===== src/rtl/reg_writeback_if.sv =====
// Bundle between the MEM stage, the long-latency unit and the register-file write port.
// The write-back block is the slave; the pipeline/testbench side is the master.
interface reg_writeback_if;
  logic        mem_valid;
  logic        mem_reg_write;
  logic        mem_mem_to_reg;
  logic [4:0]  mem_rd;
  logic [31:0] mem_alu_result;
  logic [31:0] mem_load_data;
  logic [1:0]  mem_load_size;
  logic        mem_load_unsigned;
  logic [1:0]  mem_addr_lo;

  // lu handshake: a result transfers on a rising edge where lu_valid & lu_ready are both 1.
  // lu_valid must not wait on lu_ready; lu_ready depends only on registered state.
  logic        lu_valid;
  logic        lu_ready;
  logic [4:0]  lu_rd;
  logic [31:0] lu_data;

  logic        reg_write;
  logic [4:0]  rd;
  logic [31:0] write_data;
  logic        stall_req;
  logic        init_busy;
  logic        dbg_state;

  modport master (
    output mem_valid, mem_reg_write, mem_mem_to_reg, mem_rd, mem_alu_result,
           mem_load_data, mem_load_size, mem_load_unsigned, mem_addr_lo,
           lu_valid, lu_rd, lu_data,
    input  lu_ready, reg_write, rd, write_data, stall_req, init_busy, dbg_state
  );

  modport slave (
    input  mem_valid, mem_reg_write, mem_mem_to_reg, mem_rd, mem_alu_result,
           mem_load_data, mem_load_size, mem_load_unsigned, mem_addr_lo,
           lu_valid, lu_rd, lu_data,
    output lu_ready, reg_write, rd, write_data, stall_req, init_busy, dbg_state
  );
endinterface


===== src/rtl/reg_writeback.sv =====
// Write-back stage: owns the register-file write port, formats loads, arbitrates
// pipeline writes against long-latency completions, and zero-sweeps the file after reset.
module reg_writeback (
  input  logic            clk,
  input  logic            rst_n,
  reg_writeback_if.slave  bus
);

  typedef enum logic {S_INIT = 1'b0, S_RUN = 1'b1} state_t;

  state_t      r_state;
  state_t      w_state_nxt;
  logic [4:0]  r_sweep;
  logic [4:0]  w_sweep_nxt;

  logic [4:0]  r_q_rd   [2];
  logic [31:0] r_q_data [2];
  logic [1:0]  r_q_cnt;

  logic        r_reg_write;
  logic [4:0]  r_rd;
  logic [31:0] r_wdata;

  logic        w_lu_ready;
  logic        w_pw;
  logic        w_lw;
  logic [7:0]  w_byte;
  logic [15:0] w_half;
  logic [31:0] w_load;
  logic [31:0] w_pipe_data;
  logic        w_wr_en;
  logic [4:0]  w_wr_rd;
  logic [31:0] w_wr_data;
  logic        w_push;
  logic        w_pop;

  assign w_lu_ready = (r_state == S_RUN) && (r_q_cnt != 2'd2);
  assign w_pw = bus.mem_valid && bus.mem_reg_write && (bus.mem_rd != 5'd0);
  // A zero-destination lu handshake still completes, it just never reaches the queue.
  assign w_lw = bus.lu_valid && w_lu_ready && (bus.lu_rd != 5'd0);

  always_comb begin
    w_byte = bus.mem_load_data[7:0];
    case (bus.mem_addr_lo)
      2'd1:    w_byte = bus.mem_load_data[15:8];
      2'd2:    w_byte = bus.mem_load_data[23:16];
      2'd3:    w_byte = bus.mem_load_data[31:24];
      default: w_byte = bus.mem_load_data[7:0];
    endcase
    w_half = bus.mem_addr_lo[1] ? bus.mem_load_data[31:16] : bus.mem_load_data[15:0];
    case (bus.mem_load_size)
      2'b10:   w_load = {{24{~bus.mem_load_unsigned & w_byte[7]}}, w_byte};
      2'b01:   w_load = {{16{~bus.mem_load_unsigned & w_half[15]}}, w_half};
      default: w_load = bus.mem_load_data;
    endcase
    w_pipe_data = bus.mem_mem_to_reg ? w_load : bus.mem_alu_result;
  end

  // Next state, write-port selection and queue control. Pipeline writes always win.
  always_comb begin
    w_state_nxt = r_state;
    w_sweep_nxt = r_sweep;
    w_wr_en     = 1'b0;
    w_wr_rd     = r_rd;
    w_wr_data   = r_wdata;
    w_push      = 1'b0;
    w_pop       = 1'b0;
    case (r_state)
      S_INIT: begin
        w_wr_en     = 1'b1;
        w_wr_rd     = r_sweep;
        w_wr_data   = 32'd0;
        w_sweep_nxt = r_sweep + 5'd1;
        if (r_sweep == 5'd31) w_state_nxt = S_RUN;
      end
      default: begin
        if (w_pw) begin
          w_wr_en   = 1'b1;
          w_wr_rd   = bus.mem_rd;
          w_wr_data = w_pipe_data;
          w_push    = w_lw;
        end else if (r_q_cnt != 2'd0) begin
          w_wr_en   = 1'b1;
          w_wr_rd   = r_q_rd[0];
          w_wr_data = r_q_data[0];
          w_pop     = 1'b1;
          w_push    = w_lw;
        end else if (w_lw) begin
          w_wr_en   = 1'b1;
          w_wr_rd   = bus.lu_rd;
          w_wr_data = bus.lu_data;
        end
      end
    endcase
  end

  always_ff @(posedge clk) begin
    if (!rst_n) begin
      r_state     <= S_INIT;
      r_sweep     <= 5'd0;
      r_q_cnt     <= 2'd0;
      r_reg_write <= 1'b0;
      r_rd        <= 5'd0;
      r_wdata     <= 32'd0;
    end else begin
      r_state     <= w_state_nxt;
      r_sweep     <= w_sweep_nxt;
      r_reg_write <= w_wr_en;
      r_rd        <= w_wr_rd;
      r_wdata     <= w_wr_data;
      case ({w_push, w_pop})
        2'b10:   r_q_cnt <= r_q_cnt + 2'd1;
        2'b01:   r_q_cnt <= r_q_cnt - 2'd1;
        default: r_q_cnt <= r_q_cnt;
      endcase
    end
  end

  // Entry 0 is always the head; storage needs no reset because the count gates it.
  always_ff @(posedge clk) begin
    case ({w_push, w_pop})
      2'b10: begin
        if (r_q_cnt == 2'd0) begin
          r_q_rd[0]   <= bus.lu_rd;
          r_q_data[0] <= bus.lu_data;
        end else begin
          r_q_rd[1]   <= bus.lu_rd;
          r_q_data[1] <= bus.lu_data;
        end
      end
      2'b01: begin
        r_q_rd[0]   <= r_q_rd[1];
        r_q_data[0] <= r_q_data[1];
      end
      2'b11: begin
        if (r_q_cnt == 2'd1) begin
          r_q_rd[0]   <= bus.lu_rd;
          r_q_data[0] <= bus.lu_data;
        end else begin
          r_q_rd[0]   <= r_q_rd[1];
          r_q_data[0] <= r_q_data[1];
          r_q_rd[1]   <= bus.lu_rd;
          r_q_data[1] <= bus.lu_data;
        end
      end
      default: ;
    endcase
  end

  assign bus.lu_ready   = w_lu_ready;
  assign bus.reg_write  = r_reg_write;
  assign bus.rd         = r_rd;
  assign bus.write_data = r_wdata;
  assign bus.stall_req  = (r_state == S_INIT) || (r_q_cnt == 2'd2);
  assign bus.init_busy  = (r_state == S_INIT);
  assign bus.dbg_state  = r_state;

endmodule


===== src/flat_wrapper.sv =====
// flat-port wrapper written by rule: the top's interface ports become plain ports
module reg_writeback_flat 
  (clk, rst_n, bus_mem_valid, bus_mem_reg_write, bus_mem_mem_to_reg, bus_mem_rd, bus_mem_alu_result, bus_mem_load_data, bus_mem_load_size, bus_mem_load_unsigned, bus_mem_addr_lo, bus_lu_valid, bus_lu_rd, bus_lu_data, bus_lu_ready, bus_reg_write, bus_rd, bus_write_data, bus_stall_req, bus_init_busy, bus_dbg_state);
  reg_writeback_if bus_i ();
  input  logic clk;
  input  logic rst_n;
  input wire logic [$bits(bus_i.mem_valid)-1:0] bus_mem_valid;
  input wire logic [$bits(bus_i.mem_reg_write)-1:0] bus_mem_reg_write;
  input wire logic [$bits(bus_i.mem_mem_to_reg)-1:0] bus_mem_mem_to_reg;
  input wire logic [$bits(bus_i.mem_rd)-1:0] bus_mem_rd;
  input wire logic [$bits(bus_i.mem_alu_result)-1:0] bus_mem_alu_result;
  input wire logic [$bits(bus_i.mem_load_data)-1:0] bus_mem_load_data;
  input wire logic [$bits(bus_i.mem_load_size)-1:0] bus_mem_load_size;
  input wire logic [$bits(bus_i.mem_load_unsigned)-1:0] bus_mem_load_unsigned;
  input wire logic [$bits(bus_i.mem_addr_lo)-1:0] bus_mem_addr_lo;
  input wire logic [$bits(bus_i.lu_valid)-1:0] bus_lu_valid;
  input wire logic [$bits(bus_i.lu_rd)-1:0] bus_lu_rd;
  input wire logic [$bits(bus_i.lu_data)-1:0] bus_lu_data;
  output wire logic [$bits(bus_i.lu_ready)-1:0] bus_lu_ready;
  output wire logic [$bits(bus_i.reg_write)-1:0] bus_reg_write;
  output wire logic [$bits(bus_i.rd)-1:0] bus_rd;
  output wire logic [$bits(bus_i.write_data)-1:0] bus_write_data;
  output wire logic [$bits(bus_i.stall_req)-1:0] bus_stall_req;
  output wire logic [$bits(bus_i.init_busy)-1:0] bus_init_busy;
  output wire logic [$bits(bus_i.dbg_state)-1:0] bus_dbg_state;
  assign bus_i.mem_valid = bus_mem_valid;
  assign bus_i.mem_reg_write = bus_mem_reg_write;
  assign bus_i.mem_mem_to_reg = bus_mem_mem_to_reg;
  assign bus_i.mem_rd = bus_mem_rd;
  assign bus_i.mem_alu_result = bus_mem_alu_result;
  assign bus_i.mem_load_data = bus_mem_load_data;
  assign bus_i.mem_load_size = bus_mem_load_size;
  assign bus_i.mem_load_unsigned = bus_mem_load_unsigned;
  assign bus_i.mem_addr_lo = bus_mem_addr_lo;
  assign bus_i.lu_valid = bus_lu_valid;
  assign bus_i.lu_rd = bus_lu_rd;
  assign bus_i.lu_data = bus_lu_data;
  assign bus_lu_ready = bus_i.lu_ready;
  assign bus_reg_write = bus_i.reg_write;
  assign bus_rd = bus_i.rd;
  assign bus_write_data = bus_i.write_data;
  assign bus_stall_req = bus_i.stall_req;
  assign bus_init_busy = bus_i.init_busy;
  assign bus_dbg_state = bus_i.dbg_state;
  reg_writeback u_core (.clk(clk), .rst_n(rst_n), .bus(bus_i));
endmodule

===== config.mk =====
export PLATFORM = sky130hd
export DESIGN_NAME = reg_writeback_flat
export DESIGN_NICKNAME = d
export VERILOG_FILES = /design/src/rtl/reg_writeback_if.sv /design/src/rtl/reg_writeback.sv /design/src/flat_wrapper.sv
export SDC_FILE = /design/constraint.sdc
export NUM_CORES = 1
export LEC_CHECK = 0
export CAP_MARGIN = 0
export CORE_ASPECT_RATIO = 1.25
export CORE_MARGIN = 2
export CORE_UTILIZATION = 30
export CTS_BUF_LIST = sky130_fd_sc_hd__clkbuf_16
export DETAILED_ROUTE_END_ITERATION = 6
export DONT_BUFFER_PORTS = 1
export GPL_TIMING_DRIVEN = 0
export PLACE_DENSITY = 0.52
export SLEW_MARGIN = 0
export SYNTH_ARGS = -nofsm -noshare
export SYNTH_HDL_FRONTEND = slang
export SYNTH_SLANG_ARGS = --single-unit

===== constraint.sdc =====
create_clock -name clk -period 4.75 [get_ports clk]
set_clock_uncertainty 0.05 [all_clocks]
set_input_delay 0.95 -clock clk [delete_from_list [all_inputs] [get_ports clk]]
set_output_delay 0.95 -clock clk [all_outputs]
set_load 0.005 [all_outputs]

# Yosys cells after proc, flatten, opt, wreduce, memory -nomap -nowiden
# Memories as Yosys holds them, arrays and structs flattened.
# Cells that the tools add are included.
[totals] in_bits=117 memories=2 regBits=46 romBits=0 latch_bits=0 mem_bits_rw=74 output_inout_bits=42
[classes] shift=0 multipliers=0 mux=46 n_addsub=3 order_cmp=0 n_eq_ne=13 n_bitwise=12 div_mod_pow=0 n_reduce_logical=13
[mem_list] memory="u_core.r_q_data" depth=2 width=32 rd=2 rd_ports_with_merged_regs=0 write_ports=2 line="reg_writeback.sv:17" rtl="logic [31:0] r_q_data [2];"
[mem_list] memory="u_core.r_q_rd" depth=2 width=5 rd=2 rd_ports_with_merged_regs=0 write_ports=2 line="reg_writeback.sv:16" rtl="logic [4:0] r_q_rd [2];"
[ops] operator="32-bit 2-to-1 mux" n=8
[ops] operator="32-bit case mux with 2 select lines" n=1
[ops] operator="5-bit 2-to-1 mux" n=8
[ops] operator="1-bit 2-to-1 mux" n=26
[ops] operator="8-bit case mux with 3 select lines" n=1
[ops] operator="16-bit 2-to-1 mux" n=1
[ops] operator="2-bit == test (second input constant)" n=6
[ops] operator="5-bit nonzero test" n=2
[ops] operator="2-bit by 1-bit == test with 1-bit output (second input constant)" n=4
[ops] operator="1-bit OR" n=8
[ops] operator="5-bit by 1-bit adder with 5-bit output (second input constant)" n=1
[ops] operator="5-bit == test (second input constant)" n=1
[ops] operator="1-bit logical AND" n=5
[ops] operator="4-bit inequality test (second input constant)" n=1
[ops] operator="2-bit case mux with 2 select lines" n=1
[ops] operator="2-bit nonzero test" n=2
[ops] operator="3-bit nonzero test" n=1
[ops] operator="2-bit by 1-bit adder with 2-bit output (second input constant)" n=1
[ops] operator="1-bit AND" n=2
[ops] operator="2-bit zero test" n=1
[ops] operator="2-bit inequality test (second input constant)" n=1
[ops] operator="1-bit inverter" n=2
[ops] operator="2-bit AND reduction" n=1
[ops] operator="2-bit by 1-bit subtractor with 2-bit output (second input constant)" n=1
[ops] operator="1-bit logical OR" n=1

# Depth between registers and ports, before layout
[depth] depth_word=13 ltp_mapped=12 ltp_nobuf=9

# Worst setup path after synthesis
# No wires, ideal clock.
[synth_timing] path_kind="input to register" from="input port bus_mem_rd[2]" to="memory u_core.r_q_data[1][0], in the netlist u_core.r_q_data[0][32] (enable)" setup_slack_ps=143 setup_time_ps=444 stages=7 arrival_ps=4113 path_cell_list="or4_4 -> o21ai_4 -> nand2_2 -> nor2_1 -> ha_1 -> nand4b_1 -> a21oi_1"
[synth_lines] element="from (decl)" line="flat_wrapper.sv:10" rtl="input wire logic [$bits(bus_i.mem_rd)-1:0] bus_mem_rd;"
[synth_lines] element="to (decl)" line="reg_writeback.sv:17"

==> metrics.md <==
| Metric | Value |
|---|---|
| Run status | `completed` |
| Drt initial violations | `329` |
| Routed WL per cell | `about 25 um` |
| Design area | `approximately 7300 um2` |
| Inserted Clock Buffers | `17` |
| Max-slew violation count | `0` |
| Global router's overall resource usage | `0.198` |
| Leak pwr | `2.85 nW` |
| First-pass GRT wire length | `31.7 mm` |
| Crit path required time | `4870 ps` |
| Cell count after synthesis | `564` |
| DP HPWL | `16.4 mm` |
| Power Density | `370 nW/um2` |
| GPL Wtd Cong | `0.884` |
| Root buffer cell | `clkbuf_16` |
| FMAX | `261 MHz` |
| Hold Buf Count CTS | `0` |
| Initial antenna violation count | `6` |
| Full die area | `22100 um2` |
| Largest net degree at the start of global routing | `32` |
| Setup ws final | `914 ps` |
| Top FF cell, synth | `edfxtp_1` |
| Die width | `133 um` |
| Post-synth EDFFs | `74` |
| Core ar. | `20700 um2` |
| Critical path arrival | `around 4000 ps` |
| # IOs | `159` |
| RSZ-0062 raised after global routing | `false` |
| Yosys reg bits | `120` |
| Post-synthesis cell area | `6270 um2` |
| Fraction of post-synthesis cell area in the top cell type by area | `0.355` |
| Initial Utilization | `0.303` |
| Most frequent cells in the layout | `edfxtp_1, nand2_1, o21ai_0` |
| VDD IR max | `0.257 mV` |
| DRC violations left | `0` |
| Dpl cells | `840` |
| Vias per cell | `5.53` |
| Gr ovfl total | `0` |
| Area after DPL | `6660 um2` |
| Vias post-DR | `4842` |
| Critical Path Start Type | `flop` |
| Final cell count without fillers | `875` |
| 1st-pass router iterations | `5` |
| CTS tree | `built` |
| Synth-to-Final Area Change | `16.6%` |
| Share of layout cells above drive strength 1 | `0.151` |
| Syn avg cell area | `11.1 um2` |
| Area leader, netlist | `edfxtp_1` |
| Tcrit/Tclk final | `0.808` |
| Clock sink count | `between 100 and 150` |
| Ys Warns | `0` |
| H-tree levels | `4` |
| Post-CTS setup buffer count | `0` |
| Drt total wl | `21.5 mm` |
| Syn_nets | `691` |
| Fin. Hold Viols | `0` |
| Die height | `166 um` |
| Clock Latency Late Sink | `430 ps` |
| Top post-synthesis cells by area | `edfxtp_1, dfxtp_1, mux2_4` |
| CTS Buffer Depth | `2` |
| Vias in the first global route | `4996` |
| Fin nets | `712` |
| Sequential share of the synthesized area | `0.502` |
| Final Util | `0.353` |
| Post-CTS resize count | `0` |
| # Max-Cap Violations | `0` |
| Port bufs | `0` |
| Setup violators final | `0` |
| Hold_ws | `460 ps` |
| Least-Margin Pin Slew | `922 ps` |
| Post-synth cell types | `53` |
| Clock slew at reported path FFs | `60 ps` |
| CP endpoint kind | `flop` |
| Asr flop ratio synth | `0` |
| Worst slew margin | `0.385` |
| Crit Path Class | `flop to flop` |
| Crit path max fanout | `10` |
| Post-layout min period | `3840 ps` |
| Routed Antenna Nets | `0` |
| Pre-CTS WS | `715 ps` |
| Worst Hold Class | `flop to flop` |
| Row Count | `slightly below 60` |
| Total Power | `2.70 mW` |
| Setup TNS | `0 ps` |
| Commonest non-fill, non-tap cell in the layout | `edfxtp_1` |
critical path, cell delays in order, from the launching register on:
cell	delay, ps
dfxtp_1	340
inv_1	90
ha_1	150
clkbuf_1	370
clkbuf_1	650
clkbuf_1	520
a21o_1	210
inv_1	70
ha_1	210
a211o_1	270
buf_6	160
buf_6	180
mux2_4	310
cell usage after synthesis, types with 6 or more instances:
cell,n
o211ai_1,24
o21ai_0,57
a2bb2oi_1,8
ha_1,10
edfxtp_1,74
dfxtp_1,46
clkbuf_1,31
nor2_1,8
a221oi_1,15
mux2i_1,25
nor2b_1,13
o221ai_1,13
o22a_1,15
inv_1,10
nand2_1,62
mux2_4,30
and2_1,6
a21oi_1,38
a311oi_1,7
o21a_1,8
mux2_2,10
kinds of logic (layout without fill, tap and decap cells):
family	after synthesis	count (layout)	share of synthesized area
AOI/OAI and AO/OA	202	202	0.220
DFF	120	120	0.502
and+or+nand+nor	107	107	0.0809
muxes	66	66	0.133
buffers and inverters	55	89	0.0385
adders and majority gates	10	10	0.0200
xor gates and xnor gates	4	4	0.00559
other	0	3	0
cell type report:
class	instances	area (um2)
Sequential cell	120	3140
Fill cell	2091	13400
Clock inverter	15	211
Tap cell	274	343
Inverter	11	41.3
Antenna cell	3	7.51
Timing Repair Buffer	2	40.0
Multi-Input combinational cell	389	2890
Buffer	44	200
Clock buffer	17	425
final timing paths:
path,slack [ps],end,depth (start not counted),startpoint
max,910,u_core.r_q_data[0][9]$_DFFE_PP_,12,u_core.r_q_cnt[0]$_SDFFE_PN0P_
min,460,u_core.bus.write_data[29]$_SDFFE_PN0P_,1,u_core.bus.write_data[29]$_SDFFE_PN0P_
max reg2reg,910,u_core.r_q_data[0][9]$_DFFE_PP_,12,u_core.r_q_cnt[0]$_SDFFE_PN0P_
min reg2reg,460,u_core.bus.write_data[29]$_SDFFE_PN0P_,1,u_core.bus.write_data[29]$_SDFFE_PN0P_
state kept, by name (all words and copies together) (netlist names):
name                   flops
u_core.bus.rd              5
u_core.bus.dbg_state       1
u_core.r_q_data           64
u_core.bus.write_data     32
u_core.r_q_rd             10
u_core.bus.reg_write       1
u_core.r_q_cnt             2
u_core.r_sweep             5
power breakdown:
part           internal (mW)  switching [mW]
Sequential              1.11         0.00366
Clock                  0.923           0.495
Combinational         0.0699           0.101
Total                   2.10           0.600
per-layer routing:
| metal | vias to the layer above | wire length [um] | GRT usage |
|---|---|---|---|
| li1 | 2211 | - | - |
| met1 | 2328 | 7710 | 0.207 |
| met2 | 242 | 10400 | 0.338 |
| met3 | 53 | 2480 | 0.0904 |
| met4 | 8 | 830 | 0.0953 |
| met5 | - | 49 | 0 |
(Power assumes the default switching activity.)
